==> src/rtl/unidade_despacho_param_if.sv <==
// Issue-stage bundle: instruction queue handshake, register status/data view,
// CDB snoop, and the registered issue/rename strobes toward the RS array.
interface unidade_despacho_param_if #(
  parameter int DATA_W   = 16,
  parameter int NUM_REGS = 8,
  parameter int NUM_RS   = 2,
  parameter int TAG_W    = 3
);
  logic                         Instr_Valid;
  logic [15:0]                  Instr;
  logic                         Instr_Ready;
  logic [NUM_REGS*TAG_W-1:0]    Reg_Qi;
  logic [NUM_REGS*DATA_W-1:0]   Reg_Data;
  logic [NUM_RS-1:0]            RS_Busy;
  logic                         Cdb_Valid;
  logic [TAG_W-1:0]             Cdb_Tag;
  logic [DATA_W-1:0]            Cdb_Data;
  logic                         Issue_Valid;
  logic [NUM_RS-1:0]            RS_Enable;
  logic [2:0]                   Opcode;
  logic [TAG_W-1:0]             Dest_Tag;
  logic [DATA_W-1:0]            Vj;
  logic [DATA_W-1:0]            Vk;
  logic [TAG_W-1:0]             Qj;
  logic [TAG_W-1:0]             Qk;
  logic                         Rt_Write_En;
  logic [2:0]                   Rt_Write_Reg;
  logic [TAG_W-1:0]             Rt_Write_Tag;
  logic [15:0]                  Stall_Count;

  // master: the dispatcher itself; slave: queue, register table and RS array
  modport master (
    input  Instr_Valid, Instr, Reg_Qi, Reg_Data, RS_Busy, Cdb_Valid, Cdb_Tag, Cdb_Data,
    output Instr_Ready, Issue_Valid, RS_Enable, Opcode, Dest_Tag, Vj, Vk, Qj, Qk,
           Rt_Write_En, Rt_Write_Reg, Rt_Write_Tag, Stall_Count
  );

  modport slave (
    output Instr_Valid, Instr, Reg_Qi, Reg_Data, RS_Busy, Cdb_Valid, Cdb_Tag, Cdb_Data,
    input  Instr_Ready, Issue_Valid, RS_Enable, Opcode, Dest_Tag, Vj, Vk, Qj, Qk,
           Rt_Write_En, Rt_Write_Reg, Rt_Write_Tag, Stall_Count
  );
endinterface

==> src/rtl/unidade_despacho_param.sv <==
// Tomasulo issue stage: picks lowest free RS, resolves operands (CDB bypass), renames Ri.
// One-cycle issue latency; Instr_Ready is combinational and drops while no station is free.
module unidade_despacho_param #(
  parameter int          DATA_W     = 16,
  parameter int          NUM_REGS   = 8,
  parameter int          NUM_RS     = 2,
  parameter int          TAG_W      = 3,
  parameter logic [2:0]  NOP_OPCODE = 3'b000,
  parameter logic [15:0] VAL_NONE   = 16'hFFF0
) (
  input  logic                        Clock,
  input  logic                        Reset_n,
  unidade_despacho_param_if.master    disp
);

  localparam logic [DATA_W-1:0] NONE_V = DATA_W'(VAL_NONE);

  typedef struct packed {
    logic [DATA_W-1:0] v;
    logic [TAG_W-1:0]  q;
  } opnd_t;

  typedef enum logic {RUN = 1'b0, STALL = 1'b1} state_t;

  state_t              state, state_nxt;
  logic [NUM_RS-1:0]   pending;
  logic [NUM_RS-1:0]   avail;
  logic [NUM_RS-1:0]   grant;
  logic [TAG_W-1:0]    grant_tag;
  logic [2:0]          op, ri, rj, rk;
  logic                is_nop, accept, issue, stall_inc;
  logic [TAG_W-1:0]    qi_j, qi_k;
  logic [DATA_W-1:0]   rd_j, rd_k;
  opnd_t               opnd_j, opnd_k;
  logic                unused_instr_bits;

  assign op = disp.Instr[15:13];
  assign ri = disp.Instr[12:10];
  assign rj = disp.Instr[9:7];
  assign rk = disp.Instr[6:4];
  assign unused_instr_bits = ^disp.Instr[3:0];

  // A station loaded last cycle is not yet reflected in RS_Busy, so mask it here.
  assign avail  = ~disp.RS_Busy & ~pending;
  assign is_nop = (op == NOP_OPCODE);
  assign disp.Instr_Ready = is_nop | (|avail);
  assign accept = disp.Instr_Valid & disp.Instr_Ready;
  assign issue  = accept & ~is_nop;

  always_comb begin
    grant     = '0;
    grant_tag = '0;
    for (int i = NUM_RS - 1; i >= 0; i--) begin
      if (avail[i]) begin
        grant     = '0;
        grant[i]  = 1'b1;
        grant_tag = TAG_W'(i + 1);
      end
    end
  end

  always_comb begin
    qi_j = '0;
    rd_j = '0;
    qi_k = '0;
    rd_k = '0;
    for (int r = 0; r < NUM_REGS; r++) begin
      if (rj == 3'(r)) begin
        qi_j = disp.Reg_Qi[r*TAG_W +: TAG_W];
        rd_j = disp.Reg_Data[r*DATA_W +: DATA_W];
      end
      if (rk == 3'(r)) begin
        qi_k = disp.Reg_Qi[r*TAG_W +: TAG_W];
        rd_k = disp.Reg_Data[r*DATA_W +: DATA_W];
      end
    end
  end

  function automatic opnd_t resolve(
    input logic [TAG_W-1:0]  qi,
    input logic [DATA_W-1:0] rd,
    input logic              cdb_vld,
    input logic [TAG_W-1:0]  cdb_tag,
    input logic [DATA_W-1:0] cdb_dat
  );
    opnd_t o;
    if (qi == '0) begin
      o.v = rd;
      o.q = '0;
    end else if (cdb_vld && (qi == cdb_tag)) begin
      o.v = cdb_dat;
      o.q = '0;
    end else begin
      o.v = NONE_V;
      o.q = qi;
    end
    return o;
  endfunction

  // Sources use the pre-rename status, so Ri==Rj/Rk never self-references.
  assign opnd_j = resolve(qi_j, rd_j, disp.Cdb_Valid, disp.Cdb_Tag, disp.Cdb_Data);
  assign opnd_k = resolve(qi_k, rd_k, disp.Cdb_Valid, disp.Cdb_Tag, disp.Cdb_Data);

  always_ff @(posedge Clock or negedge Reset_n) begin
    if (!Reset_n) state <= RUN;
    else          state <= state_nxt;
  end

  always_comb begin
    state_nxt = state;
    case (state)
      RUN:     if (disp.Instr_Valid && !disp.Instr_Ready) state_nxt = STALL;
      STALL:   if (!disp.Instr_Valid || disp.Instr_Ready) state_nxt = RUN;
      default: state_nxt = RUN;
    endcase
  end

  always_comb begin
    stall_inc = 1'b0;
    case (state)
      RUN:     stall_inc = disp.Instr_Valid & ~disp.Instr_Ready;
      STALL:   stall_inc = disp.Instr_Valid & ~disp.Instr_Ready;
      default: stall_inc = 1'b0;
    endcase
  end

  always_ff @(posedge Clock or negedge Reset_n) begin
    if (!Reset_n) begin
      pending           <= '0;
      disp.Issue_Valid  <= 1'b0;
      disp.RS_Enable    <= '0;
      disp.Opcode       <= 3'b000;
      disp.Dest_Tag     <= '0;
      disp.Vj           <= NONE_V;
      disp.Vk           <= NONE_V;
      disp.Qj           <= '0;
      disp.Qk           <= '0;
      disp.Rt_Write_En  <= 1'b0;
      disp.Rt_Write_Reg <= 3'b000;
      disp.Rt_Write_Tag <= '0;
      disp.Stall_Count  <= 16'h0000;
    end else begin
      pending          <= issue ? grant : '0;
      disp.Issue_Valid <= issue;
      disp.RS_Enable   <= issue ? grant : '0;
      disp.Rt_Write_En <= issue;
      if (issue) begin
        disp.Opcode       <= op;
        disp.Dest_Tag     <= grant_tag;
        disp.Vj           <= opnd_j.v;
        disp.Qj           <= opnd_j.q;
        disp.Vk           <= opnd_k.v;
        disp.Qk           <= opnd_k.q;
        disp.Rt_Write_Reg <= ri;
        disp.Rt_Write_Tag <= grant_tag;
      end
      if (stall_inc && (disp.Stall_Count != 16'hFFFF))
        disp.Stall_Count <= disp.Stall_Count + 16'd1;
    end
  end

endmodule

==> src/flat_wrapper.sv <==
// flat-port wrapper written by rule: the top's interface ports become plain ports
module unidade_despacho_param_flat 
#(
  parameter int          DATA_W     = 16,
  parameter int          NUM_REGS   = 8,
  parameter int          NUM_RS     = 2,
  parameter int          TAG_W      = 3,
  parameter logic [2:0]  NOP_OPCODE = 3'b000,
  parameter logic [15:0] VAL_NONE   = 16'hFFF0
)
  (Clock, Reset_n, disp_Instr_Valid, disp_Instr, disp_Reg_Qi, disp_Reg_Data, disp_RS_Busy, disp_Cdb_Valid, disp_Cdb_Tag, disp_Cdb_Data, disp_Instr_Ready, disp_Issue_Valid, disp_RS_Enable, disp_Opcode, disp_Dest_Tag, disp_Vj, disp_Vk, disp_Qj, disp_Qk, disp_Rt_Write_En, disp_Rt_Write_Reg, disp_Rt_Write_Tag, disp_Stall_Count);
  unidade_despacho_param_if #(.DATA_W(DATA_W), .NUM_REGS(NUM_REGS), .NUM_RS(NUM_RS), .TAG_W(TAG_W)) disp_i ();
  input  logic Clock;
  input  logic Reset_n;
  input wire logic [$bits(disp_i.Instr_Valid)-1:0] disp_Instr_Valid;
  input wire logic [$bits(disp_i.Instr)-1:0] disp_Instr;
  input wire logic [$bits(disp_i.Reg_Qi)-1:0] disp_Reg_Qi;
  input wire logic [$bits(disp_i.Reg_Data)-1:0] disp_Reg_Data;
  input wire logic [$bits(disp_i.RS_Busy)-1:0] disp_RS_Busy;
  input wire logic [$bits(disp_i.Cdb_Valid)-1:0] disp_Cdb_Valid;
  input wire logic [$bits(disp_i.Cdb_Tag)-1:0] disp_Cdb_Tag;
  input wire logic [$bits(disp_i.Cdb_Data)-1:0] disp_Cdb_Data;
  output wire logic [$bits(disp_i.Instr_Ready)-1:0] disp_Instr_Ready;
  output wire logic [$bits(disp_i.Issue_Valid)-1:0] disp_Issue_Valid;
  output wire logic [$bits(disp_i.RS_Enable)-1:0] disp_RS_Enable;
  output wire logic [$bits(disp_i.Opcode)-1:0] disp_Opcode;
  output wire logic [$bits(disp_i.Dest_Tag)-1:0] disp_Dest_Tag;
  output wire logic [$bits(disp_i.Vj)-1:0] disp_Vj;
  output wire logic [$bits(disp_i.Vk)-1:0] disp_Vk;
  output wire logic [$bits(disp_i.Qj)-1:0] disp_Qj;
  output wire logic [$bits(disp_i.Qk)-1:0] disp_Qk;
  output wire logic [$bits(disp_i.Rt_Write_En)-1:0] disp_Rt_Write_En;
  output wire logic [$bits(disp_i.Rt_Write_Reg)-1:0] disp_Rt_Write_Reg;
  output wire logic [$bits(disp_i.Rt_Write_Tag)-1:0] disp_Rt_Write_Tag;
  output wire logic [$bits(disp_i.Stall_Count)-1:0] disp_Stall_Count;
  assign disp_i.Instr_Valid = disp_Instr_Valid;
  assign disp_i.Instr = disp_Instr;
  assign disp_i.Reg_Qi = disp_Reg_Qi;
  assign disp_i.Reg_Data = disp_Reg_Data;
  assign disp_i.RS_Busy = disp_RS_Busy;
  assign disp_i.Cdb_Valid = disp_Cdb_Valid;
  assign disp_i.Cdb_Tag = disp_Cdb_Tag;
  assign disp_i.Cdb_Data = disp_Cdb_Data;
  assign disp_Instr_Ready = disp_i.Instr_Ready;
  assign disp_Issue_Valid = disp_i.Issue_Valid;
  assign disp_RS_Enable = disp_i.RS_Enable;
  assign disp_Opcode = disp_i.Opcode;
  assign disp_Dest_Tag = disp_i.Dest_Tag;
  assign disp_Vj = disp_i.Vj;
  assign disp_Vk = disp_i.Vk;
  assign disp_Qj = disp_i.Qj;
  assign disp_Qk = disp_i.Qk;
  assign disp_Rt_Write_En = disp_i.Rt_Write_En;
  assign disp_Rt_Write_Reg = disp_i.Rt_Write_Reg;
  assign disp_Rt_Write_Tag = disp_i.Rt_Write_Tag;
  assign disp_Stall_Count = disp_i.Stall_Count;
  unidade_despacho_param #(.DATA_W(DATA_W), .NUM_REGS(NUM_REGS), .NUM_RS(NUM_RS), .TAG_W(TAG_W), .NOP_OPCODE(NOP_OPCODE), .VAL_NONE(VAL_NONE)) u_core (.Clock(Clock), .Reset_n(Reset_n), .disp(disp_i));
endmodule
==> config.mk <==
export PLATFORM = sky130hd
export DESIGN_NAME = unidade_despacho_param_flat
export DESIGN_NICKNAME = d
export VERILOG_FILES = /design/src/rtl/unidade_despacho_param_if.sv /design/src/rtl/unidade_despacho_param.sv /design/src/flat_wrapper.sv
export SDC_FILE = /design/constraint.sdc
export NUM_CORES = 1
export LEC_CHECK = 0
export BUFFER_PORTS_ARGS = -buffer_cell sky130_fd_sc_hd__buf_2
export CORE_ASPECT_RATIO = 1.5
export CORE_MARGIN = 8
export CORE_UTILIZATION = 30
export CTS_CLUSTER_DIAMETER = 100
export DETAILED_ROUTE_END_ITERATION = 12
export PLACE_DENSITY_LB_ADDON = 0.05
export SYNTH_ARGS = -nofsm -noshare
export SYNTH_HDL_FRONTEND = slang
export SYNTH_SLANG_ARGS = --single-unit
==> constraint.sdc <==
create_clock -name Clock -period 3 [get_ports Clock]
set_clock_uncertainty 0.05 [all_clocks]
set_input_delay 0.3 -clock Clock [delete_from_list [all_inputs] [get_ports Clock]]
set_output_delay 0.3 -clock Clock [all_outputs]
set_load 0.02 [all_outputs]
==> results.ini <==
[synthesis]
synthArstFlopShare_pct = 100
syn-instance-count = 734
netlist_top_cells_area = dfrtp_1 (17%), dfstp_2 (10%), mux2i_1 (6.8%), nor2_1 (4.2%), nand2_1 (3.8%)
yosysSeqAreaShare_pct = 27.3
synth.most_common_cell = nor2_1
synth-edff-count = 0
yosys-top-cells-count = nor2_1 (68), nand2_1 (62), o21ai_0 (45)
synthDistinctLibCells = 71
yosysTopAreaCellShare_pct = 16.9
syn_avg_cell_area_sq_um = 8.25
ys_ff_latch = 65
synth_top_flop_cell = dfrtp_1
yosysWarnings = 0
yosysTopAreaCell = dfrtp_1
synth_area_sq_um = 6060

[drt]
wl_met1_um = 11300
viasPerCell = 5.37
top_layer = met4
routed_wl_um = 25800
ant_nets = 0
wl_met3_um = 1520
wire_per_inst_um = 20.9
dr.pass1.iters = 5
drc = 0
drt_iter0_drc = 331
wl_met2_um = 12500
vias = 6624

[cells_and_area]
fin_nets = 1160
stdcell_count = 1234
fin_area_sq_um = 7940
utilization_pct = 40.1
drive_gt1_share_pct = 38.6
final.fill_count = 2173
areaGrowthSynthToFinish_pct = 31.0

[timing]
hold_ws_ns = 0.117
report.final.hold_viol_count = 0
rsz0062_at_grt = no
post-route-period-util_pct = 82.0
timing.fmax_mhz = 407
slew_headroom_pct = 29.8
fin_tns_setup_ns = 0
setup_violations = 0
slew_violations = 0
period_needed_ns = 2.46
worst_pin_slew_ns = 1.05

[placed_design]
place_area_sq_um = 7600
dp_cells = 1214
gp_congestion = 0.875
port_buffers = 257
place_hpwl_um = 20700

[clock_network]
worstSkewPairLatency_ns = 0.33
htreeDepth = 3
cts-hold-fix-buffers = 1
cts-buffers-inserted = 9
clock_path_buffers = 2
cts_tree = built
cts-resized-gates = 0
cts_setup_buffers = 0
cts.sinks = 65
cts-root-buf = clkbuf_16
clkTransAtPathRegs_ns = 0.05

[power]
p_leak_uw = 0.00374
worst_ir_drop_vdd_uv = 257
powerDensity_nw_per_um2 = 442
p_seq_share_pct = 32.2
p_int_uw = 2250
netSwitchingFraction_pct = 35.7
switchingPower_uw = 1250
combinationalPowerShare_pct = 36.6
pwr-share-clk_pct = 31.3

[outcome]
status = finished clean

[global_routing]
grt_use_total_pct = 19.9
grt_overflow = 0
grt_pass1_vias = 7051
antenna_found_initial = 3
grt_max_degree = 64
grt_pass1_wl_um = 39900

[setup_path]
cp_max_fo = 41
cp-start-kind = primary input
critPathKind = primary input to flip-flop
crit_path_end_kind = flip-flop
arrival_ns = 2.68
crit_required_ns = 3.22

[floorplan]
fp.dieArea_sq_um = 25100
dieHeight_um = 190
ioPinCount = 264
die_x_um = 132
rows = 63
initial_core_util_pct = 30.6
coreArea_sq_um = 19800

[hold_path]
min_path_type = primary input to flip-flop

[job]
drv_cap = 0

[critical path, stage by stage]
cell,delay [ns]
buf_2,0.23
buf_4,0.52
clkinv_1,0.46
nor2_1,0.57
a22oi_1,0.20
o31ai_1,0.23
a31o_2,0.13
[metrics by stage]
step | setup slack (ns) | total power (uW)
CTS | 0.485 | 3550
finish | 0.541 | 3500
global placement | 0.163 | 2430
floorplan | 0.633 | 1900
detailed placement | 0.129 | 2430
global route | 0.301 | 3710
[flip-flops by register name (all words and copies together) (netlist names)]
name,flops
u_core.disp.Dest_Tag,2
u_core.disp.Qj,3
u_core.disp.Vj,16
u_core.disp.Rt_Write_Reg,3
u_core.disp.Qk,3
u_core.disp.RS_Enable,2
u_core.disp.Vk,16
u_core.disp.Opcode,3
u_core.disp.Stall_Count,16
u_core.disp.Issue_Valid,1
[worst paths after layout]
kind                                        startpoint                           to  slack, ns  cells past startpoint
min in group asynchronous                      Reset_n  u_core.disp.Rt_Write_Reg[2]       0.32                      2
min                                     disp_Instr[11]  u_core.disp.Rt_Write_Reg[1]       0.12                      3
min reg2reg                u_core.disp.Rt_Write_Reg[0]  u_core.disp.Rt_Write_Reg[0]       0.42                      2
max in group asynchronous                      Reset_n           u_core.disp.Vj[11]       1.85                      3
max reg2reg                 u_core.disp.Stall_Count[0]   u_core.disp.Stall_Count[9]       0.97                      6
max                                      disp_Instr[7]            u_core.disp.Vj[1]       0.54                      7
[power groups by stage]
stage	Sequential [uW]	Clock (uW)	Combinational, uW
6_report	1130	1100	1280
3_5_place_dp	1140	0	1280
2_1_floorplan	1290	0	612
4_1_cts	1130	1130	1290
3_3_place_gp	1140	0	1290
5_1_grt	1150	1160	1400
[layout make-up]
cell class	count	area [sq um]	area share (%)
antenna	3	7.51	0.0946
clock buffer	13	303	3.82
tap	260	325	4.10
sequential	65	1660	20.9
clock inverter	3	16.3	0.205
inverter	23	86.3	1.09
timing repair buffer	288	1550	19.5
multi-input combinational	579	3990	50.3
[cells in the final DEF, fill, tap and decap left out, drive strengths merged, types with 9 or more instances in the layout]
| master | instances |
|---|---|
| buf | 287 |
| nor2 | 69 |
| nand2 | 62 |
| o21ai | 48 |
| mux2i | 41 |
| dfrtp | 41 |
| a21oi | 35 |
| a211oi | 26 |
| dfstp | 24 |
| mux2 | 24 |
| inv | 23 |
| a31oi | 18 |
| a22oi | 17 |
| nand2b | 17 |
| o22ai | 16 |
| o211ai | 16 |
| nor3 | 13 |
| nor2b | 13 |
| clkbuf | 13 |
| o31ai | 12 |
| xnor2 | 12 |
| nand3 | 11 |
| and3b | 9 |
| a31o | 9 |
[per-layer routing]
layer | GRT usage, % | vias up
li1 | - | 3220
met1 | 24.9 | 3144
met2 | 33.4 | 236
met3 | 3.93 | 24
met4 | 7.05 | 0
met5 | 0 | -
[logic make-up after synthesis]
kind of cell | count (synthesis) | synth area share [%]
AO/OA/AOI/OAI | 253 | 29.4
XOR/XNOR | 19 | 2.75
adder cells (fa/ha/maj) | 1 | 0.207
buffers and inverters | 91 | 6.82
flip-flops | 65 | 27.3
multiplexers | 73 | 14.5
other | 1 | 0.0619
AND/OR/NAND/NOR | 231 | 18.9
(Power assumes the default switching activity.)
